[src/rtl/mult_fu_pkg.sv]
// Shared types for the pipelined RV32M multiply unit and its CDB slot.
package mult_fu_pkg;

  localparam int unsigned ROB_CNT_WIDTH   = 5;
  localparam int unsigned PRN_WIDTH       = 6;
  // Pipeline depth; must be 1, 2, 4 or 8 so the 64-bit multiplier splits evenly.
  localparam int unsigned NUM_MULT_STAGES = 4;

  typedef logic [ROB_CNT_WIDTH-1:0] ROBN;
  typedef logic [PRN_WIDTH-1:0]     PRN;
  typedef logic [31:0]              DATA;

  typedef enum logic [1:0] {
    MUL    = 2'd0,
    MULH   = 2'd1,
    MULHSU = 2'd2,
    MULHU  = 2'd3
  } MULT_FUNC;

  // Same layout as the CDB's mult_packet.
  typedef struct packed {
    ROBN robn;
    PRN  dest_prn;
    DATA result;
  } MULT_PACKET;

  typedef struct packed {
    logic        valid;
    MULT_FUNC    func;
    ROBN         robn;
    PRN          dest_prn;
    logic [63:0] mcand;
    logic [63:0] mplier;
    logic [63:0] product;
  } MULT_STAGE_PACKET;

  // MUL returns the low word, every high-half variant returns the upper word.
  function automatic DATA mult_select(input MULT_FUNC func, input logic [63:0] product);
    return (func == MUL) ? product[31:0] : product[63:32];
  endfunction

endpackage

[src/rtl/mult_fu_stage.sv]
// One combinational slice of the multiply: adds mcand * (one CHUNK-wide multiplier digit).
module mult_stage
  import mult_fu_pkg::*;
#(
  parameter int unsigned CHUNK     = 16,
  parameter int unsigned STAGE_IDX = 0
) (
  input  MULT_STAGE_PACKET in_pkt,
  output MULT_STAGE_PACKET out_pkt
);

  localparam int unsigned LSB = STAGE_IDX * CHUNK;

  logic [CHUNK-1:0] digit;
  logic [63:0]      partial;

  // Accumulate this stage's partial product; everything else rides along unchanged.
  always_comb begin
    digit           = in_pkt.mplier[LSB +: CHUNK];
    partial         = (in_pkt.mcand << LSB) * 64'(digit);
    out_pkt         = in_pkt;
    out_pkt.product = in_pkt.product + partial;
  end

endmodule

[src/rtl/mult_fu.sv]
// Pipelined RV32M multiply unit feeding one CDB mult slot; global stall on a refused result.
module mult_fu
  import mult_fu_pkg::*;
#(
  parameter int unsigned NUM_STAGES = NUM_MULT_STAGES
) (
  input  logic         clock,
  input  logic         reset,
  input  logic         squash,
  input  logic         valid_in,
  input  MULT_FUNC     func_in,
  input  ROBN          robn_in,
  input  PRN           dest_prn_in,
  input  DATA          rs1_in,
  input  DATA          rs2_in,
  input  logic         cdb_avail,
  output logic         ready_out,
  output logic         prepared,
  output MULT_PACKET   out_packet
);

  localparam int unsigned CHUNK    = 64 / NUM_STAGES;
  // Stage N-1 feeds the output register directly, so only N-1 inter-stage registers exist.
  localparam int unsigned NUM_REGS = (NUM_STAGES > 1) ? NUM_STAGES - 1 : 1;

  MULT_STAGE_PACKET issue_pkt;
  MULT_STAGE_PACKET stage_in  [NUM_STAGES];
  MULT_STAGE_PACKET stage_out [NUM_STAGES];
  MULT_STAGE_PACKET pipe_q    [NUM_REGS];
  logic             prepared_q;
  MULT_PACKET       out_q;
  logic             advance;

  // Output is free to move whenever it is empty or the CDB takes it this cycle.
  assign advance    = ~prepared_q | cdb_avail;
  assign ready_out  = advance;
  assign prepared   = prepared_q;
  assign out_packet = out_q;

  // Sign/zero-extend the operands to 64 bits so a modulo-2^64 product covers every variant.
  always_comb begin
    issue_pkt          = '0;
    issue_pkt.valid    = valid_in;
    issue_pkt.func     = func_in;
    issue_pkt.robn     = robn_in;
    issue_pkt.dest_prn = dest_prn_in;
    issue_pkt.mcand    = (func_in == MULHU) ? {32'd0, rs1_in} : {{32{rs1_in[31]}}, rs1_in};
    issue_pkt.mplier   = (func_in == MUL || func_in == MULH) ? {{32{rs2_in[31]}}, rs2_in}
                                                             : {32'd0, rs2_in};
  end

  for (genvar k = 0; k < NUM_STAGES; k++) begin : g_stage
    if (k == 0) begin : g_first
      assign stage_in[k] = issue_pkt;
    end else begin : g_rest
      assign stage_in[k] = pipe_q[k-1];
    end

    mult_stage #(
      .CHUNK     (CHUNK),
      .STAGE_IDX (k)
    ) u_stage (
      .in_pkt  (stage_in[k]),
      .out_pkt (stage_out[k])
    );
  end

  // Pipeline and output registers: reset > squash > advance; otherwise everything holds.
  always_ff @(posedge clock) begin
    if (reset) begin
      for (int k = 0; k < int'(NUM_REGS); k++) begin
        pipe_q[k] <= '0;
      end
      prepared_q <= 1'b0;
      out_q      <= '0;
    end else if (squash) begin
      for (int k = 0; k < int'(NUM_REGS); k++) begin
        pipe_q[k].valid <= 1'b0;
      end
      prepared_q <= 1'b0;
    end else if (advance) begin
      for (int k = 0; k < int'(NUM_STAGES) - 1; k++) begin
        pipe_q[k] <= stage_out[k];
      end
      prepared_q     <= stage_out[NUM_STAGES-1].valid;
      out_q.robn     <= stage_out[NUM_STAGES-1].robn;
      out_q.dest_prn <= stage_out[NUM_STAGES-1].dest_prn;
      out_q.result   <= mult_select(stage_out[NUM_STAGES-1].func,
                                    stage_out[NUM_STAGES-1].product);
    end
  end

endmodule

[config.mk]
export PLATFORM = sky130hd
export DESIGN_NAME = mult_fu
export DESIGN_NICKNAME = d
export VERILOG_FILES = /design/src/rtl/mult_fu_pkg.sv /design/src/rtl/mult_fu_stage.sv /design/src/rtl/mult_fu.sv
export SDC_FILE = /design/constraint.sdc
export NUM_CORES = 2
export LEC_CHECK = 0
export CAP_MARGIN = 5
export CORE_ASPECT_RATIO = 1.4
export CORE_UTILIZATION = 30
export CTS_BUF_LIST = sky130_fd_sc_hd__clkbuf_4
export CTS_CLUSTER_DIAMETER = 120
export DETAILED_ROUTE_END_ITERATION = 10
export HOLD_SLACK_MARGIN = 0.05
export PLACE_DENSITY = 0.5
export SYNTH_ARGS = -nofsm -noshare
export SYNTH_HDL_FRONTEND = slang
export SYNTH_HIERARCHICAL = 1
export SYNTH_SLANG_ARGS = --single-unit
[constraint.sdc]
create_clock -name clock -period 57.3 [get_ports clock]
set_input_delay 11.46 -clock clock [delete_from_list [all_inputs] [get_ports clock]]
set_output_delay 11.46 -clock clock [all_outputs]
set_load 0.02 [all_outputs]
### Word level (Yosys, flattened, before mapping)

Memory sizes are Yosys's and may differ from the RTL's.
Cells that the tools add are included.

* register bits after elaboration: 44
* memory bits (writable): 618
* input port bits: 82
* output and inout bits: 45
* word-level logic and storage cells: 52
* memories kept: 1

* add/sub/neg operators: 3
* multiply operators: 4
* equality and inequality tests: 2
* muxes and demuxes: 21
* bitwise logic cells: 12
* reductions and logical operators: 5

Memories
* pipe_q: depth 3, width 206, rd ports 3, clocked after Yosys merged registers in 0, wr ports 3, RTL line mult_fu.sv:29 `MULT_STAGE_PACKET pipe_q [NUM_REGS];`

Operators by type and width (count)
* 205-bit 2-to-1 mux: 3
* 64-bit adder: 3
* 64-bit 2-to-1 mux: 2
* 64-bit by 16-bit multiplier with 64-bit output: 1
* 48-bit by 16-bit multiplier with 48-bit output: 1
* 32-bit by 16-bit multiplier with 32-bit output: 1
* 32-bit 2-to-1 mux: 1
* 16-bit by 16-bit multiplier with 16-bit output: 1
* 1-bit 2-to-1 mux: 15
* 1-bit OR: 10
* 2-bit logical NOT: 2
* 2-bit by 1-bit == test with 1-bit output (second input constant): 1
* 2-bit == test (second input constant): 1
* 1-bit inverter: 2
* 2-bit AND reduction: 1
* 2-bit OR reduction: 1
* 1-bit logical OR: 1

### Logic depth before layout (Yosys ltp)

* word-level depth: 7
* mapped depth: 40
* depth with buffers taken out: 38

### Hierarchy

The synthesis kept the hierarchy.

By module, submodules not included
* mult_stage (g_stage[0].u_stage): times used 1, cells an instance 3602, area each 29998.8 µm², seq. area each 0.0 µm²
* mult_fu: times used 1, cells an instance 1541, area each 24956.4 µm², seq. area each 19438.6 µm²
* mult_stage (g_stage[1].u_stage): times used 1, cells an instance 2706, area each 22604.2 µm², seq. area each 0.0 µm²
* mult_stage (g_stage[2].u_stage): times used 1, cells an instance 1690, area each 14164.8 µm², seq. area each 0.0 µm²
* mult_stage (g_stage[3].u_stage): times used 1, cells an instance 736, area each 5999.5 µm², seq. area each 0.0 µm²

### Worst setup path before layout

No wires, ideal clock.

* kind: input-to-reg
* from: in rs1_in[31]
* to: mem pipe_q[0][62] (netlist bit) (data pin)
* setup time: 0.255 ns
* arrival: 27.177 ns
* required time: 57.045 ns
* slack: 29.868 ns
* stages on the path: 24
* path buffers: 0
* path through: a21boi_0 > nand2_1 > fa_1 > inv_1 > fa_1 > inv_1 > fa_1 > inv_1 > fa_1 > fa_1 > inv_1 > fa_1 > inv_1 > ha_1 > and3_1 > nand4_1 > or4_1 > nor3_1 > a21oi_2 > a41oi_1 > nand2_1 > o21ai_0 > xor2_1 > and3_1

RTL lines
* start: declaration: RTL line mult_fu.sv:14 `input DATA rs1_in,`
* end: declaration: RTL line mult_fu.sv:29

### Worst setup path after layout

* from: in cdb_avail
* to: out ready_out

* cells in the longest elaborated chain, start to end: 1

Ends and longest elaborated chain
* start: declaration: RTL line mult_fu.sv:16 `input logic cdb_avail,`
* 1-bit OR: RTL line mult_fu.sv:35 `assign advance = ~prepared_q | cdb_avail;`
* end: declaration: RTL line mult_fu.sv:17 `output logic ready_out,`

No other way between the ends.

==> results by group <==
Outcome
  – Outcome: complete, no violations

Placement
  – Detailed placement HPWL: 184.1 mm
  – Final GP Congestion: between 0.8 and 0.9
  – Port bufs: ~130

Worst setup path
  – Critical R2R Launch: pipe_q[0][85]
  – Crit path kind: in2out
  – Worst Setup End Kind: primary output
  – Worst reg2reg setup slack: roughly 47,000 ps
  – Arr. time, crit path: around 13,000 ps
  – Worst R2R End: pipe_q[0][269]
  – Crit start category: input pin
  – Data required, critical path: approximately 46,000 ps
  – Worst r2r path cells: 34
  – Crit path max fanout: between 100 and 150

Floorplanning
  – Width of the die: around 460 um
  – Starting Density: between 30% and 40%
  – Floorplan row count: roughly 240
  – Die H: 643.6 um
  – Core Area: 292,600 um^2
  – Die Area: between 200,000 and 300,000 um^2
  – IO Pins: around 130

Route
  – Drt total wl: between 200 and 250 mm
  – DRC: 0
  – WL per Instance: about 18 um
  – Avg Vias per Cell: roughly 4.6
  – Final antenna-violating net count: 0
  – Iteration-0 DRC Markers: ~3,200
  – Via count: between 60,000 and 70,000
  – DRT Pass-1 Iters: 5

Finish
  – Layout net count: ~11,000
  – Area delta synth->final: 4.659%
  – Final core utilization: 31.56%
  – Share of cells above drive strength 1: about 4.1%
  – Register area: ~14,000 um^2
  – Fillcell total: 30,577
  – Multi-input logic area: between 60,000 and 70,000 um^2

STA
  – Final setup vio count: 0
  – Setup TNS: 0 ps
  – Final period util: roughly 43%
  – Clock skew: between 100 and 150 ps
  – Max_slew headroom: around 16%
  – Fmax: around 0.041 GHz
  – Endpoints failing hold: 0
  – RSZ-0062 raised after global routing: false
  – Hold Slack: about 460 ps
  – Minimum clock period: roughly 25,000 ps
  – Measured slew at the worst slew-check pin: about 1300 ps
  – Final Slew Violations: 0

Clock network
  – Post-CTS Hold Fix Bufs: 0
  – CTS tree: built
  – Setup bufs post-CTS: 0
  – Clock Tree Root: clkbuf_4
  – Clk buf depth: 3
  – H-tree level count: 3
  – CTS clk-pin slew, worst paths: about 70 ps
  – Clk Latency, worst-skew pair: between 1000 and 1500 ps
  – CTS buffer count: approximately 110
  – Post-CTS Resized: 0
  – CTS sink count: 470

Flow run
  – Number of max-cap violations: 0

Logic synthesis
  – Mapped Avg Cell Area: between 9 and 10 um^2
  – Synth Cell Area: 88,210 um^2
  – Synthesized instance count: about 9,500
  – Yosys warnings: 6

Hold path
  – Min-delay worst type: reg2reg
  – Hold EP: out_packet[27]
  – Hold path startpoint: out_packet[27]
  – Hold Crit Depth: 1

GRT
  – First-pass GRT wire length: between 300 and 400 mm
  – Total GRT Usage: 16.67%
  – Antenna violations before repair: 19
  – Vias in the first global route: 67,871
  – GR Overflow Total: 0
  – Largest net degree at the start of global routing: between 150 and 200
==> per-stage QoR <==
stage	instances	cell area, um^2	worst slack (ps)
finish	13139	92320	32680
global route	13136	92320	32610
CTS	13131	92300	32670
detailed placement	12921	90760	32670
global placement	12921	90760	32670
floorplan	9606	88450	30810
==> area by class of cell <==
class	instances	area share, %
inverter	2068	8.424
antenna	8	0.02168
clock inverter	45	0.3266
tap	3910	5.299
multi-input combinational	6239	67.60
sequential	470	14.81
timing repair buffer	234	2.174
clock buffer	165	1.342
==> layout by cell type (no fill, tap or decap), types with 27 or more instances in the layout <==
cell type / instances
xor2_1: 94
mux2i_1: 32
nand2_1: 1551
xnor2_1: 242
o21a_1: 27
nand2b_1: 28
buf_4: 110
edfxtp_1: 426
clkinv_1: 32
and3_1: 442
fa_1: 1729
clkdlybuf4s50_1: 109
a21o_1: 111
nor2_1: 94
inv_1: 2066
o21bai_1: 33
clkbuf_4: 165
dfxtp_1: 44
and2_1: 666
o2bb2ai_1: 32
o21ai_1: 33
nor2b_1: 30
nand3_1: 41
o21ai_0: 96
ha_1: 394
conb_1: 64
a21oi_1: 226
==> how the worst max path moves through the flow <==
stage / endpoint / startpoint / depth (start not counted) / slack [ps]
6_report: ready_out / cdb_avail / 4 / 32680
4_1_cts: ready_out / cdb_avail / 4 / 32670
2_1_floorplan: pipe_q[0][62] / rs1_in[31] / 24 / 30810
3_5_place_dp: ready_out / cdb_avail / 4 / 32670
5_1_grt: ready_out / cdb_avail / 4 / 32610
3_3_place_gp: ready_out / cdb_avail / 4 / 32670
==> per-layer routing <==
metal | track usage [%] | up-vias | share of wire, %
li1 | - | 27477 | -
met1 | 19.25 | 31677 | 39
met2 | 31.18 | 1347 | 53
met3 | 1.504 | 460 | 3.6
met4 | 6.776 | 8 | 4.3
met5 | 0 | - | 0.023
==> critical path, cell delays in order <==
cell,delay [ps]
clkdlybuf4s50_1,500
nor2b_4,90
inv_8,390
clkdlybuf4s50_1,700
==> registers in the layout, summed over array words and instances, names as in the netlist <==
name	cells
pipe_q	426
out_packet	43
prepared	1
Power is left out: the tool's default activity adds up to more than one toggle a clock period on the data nets, which glitch-free logic cannot reach.
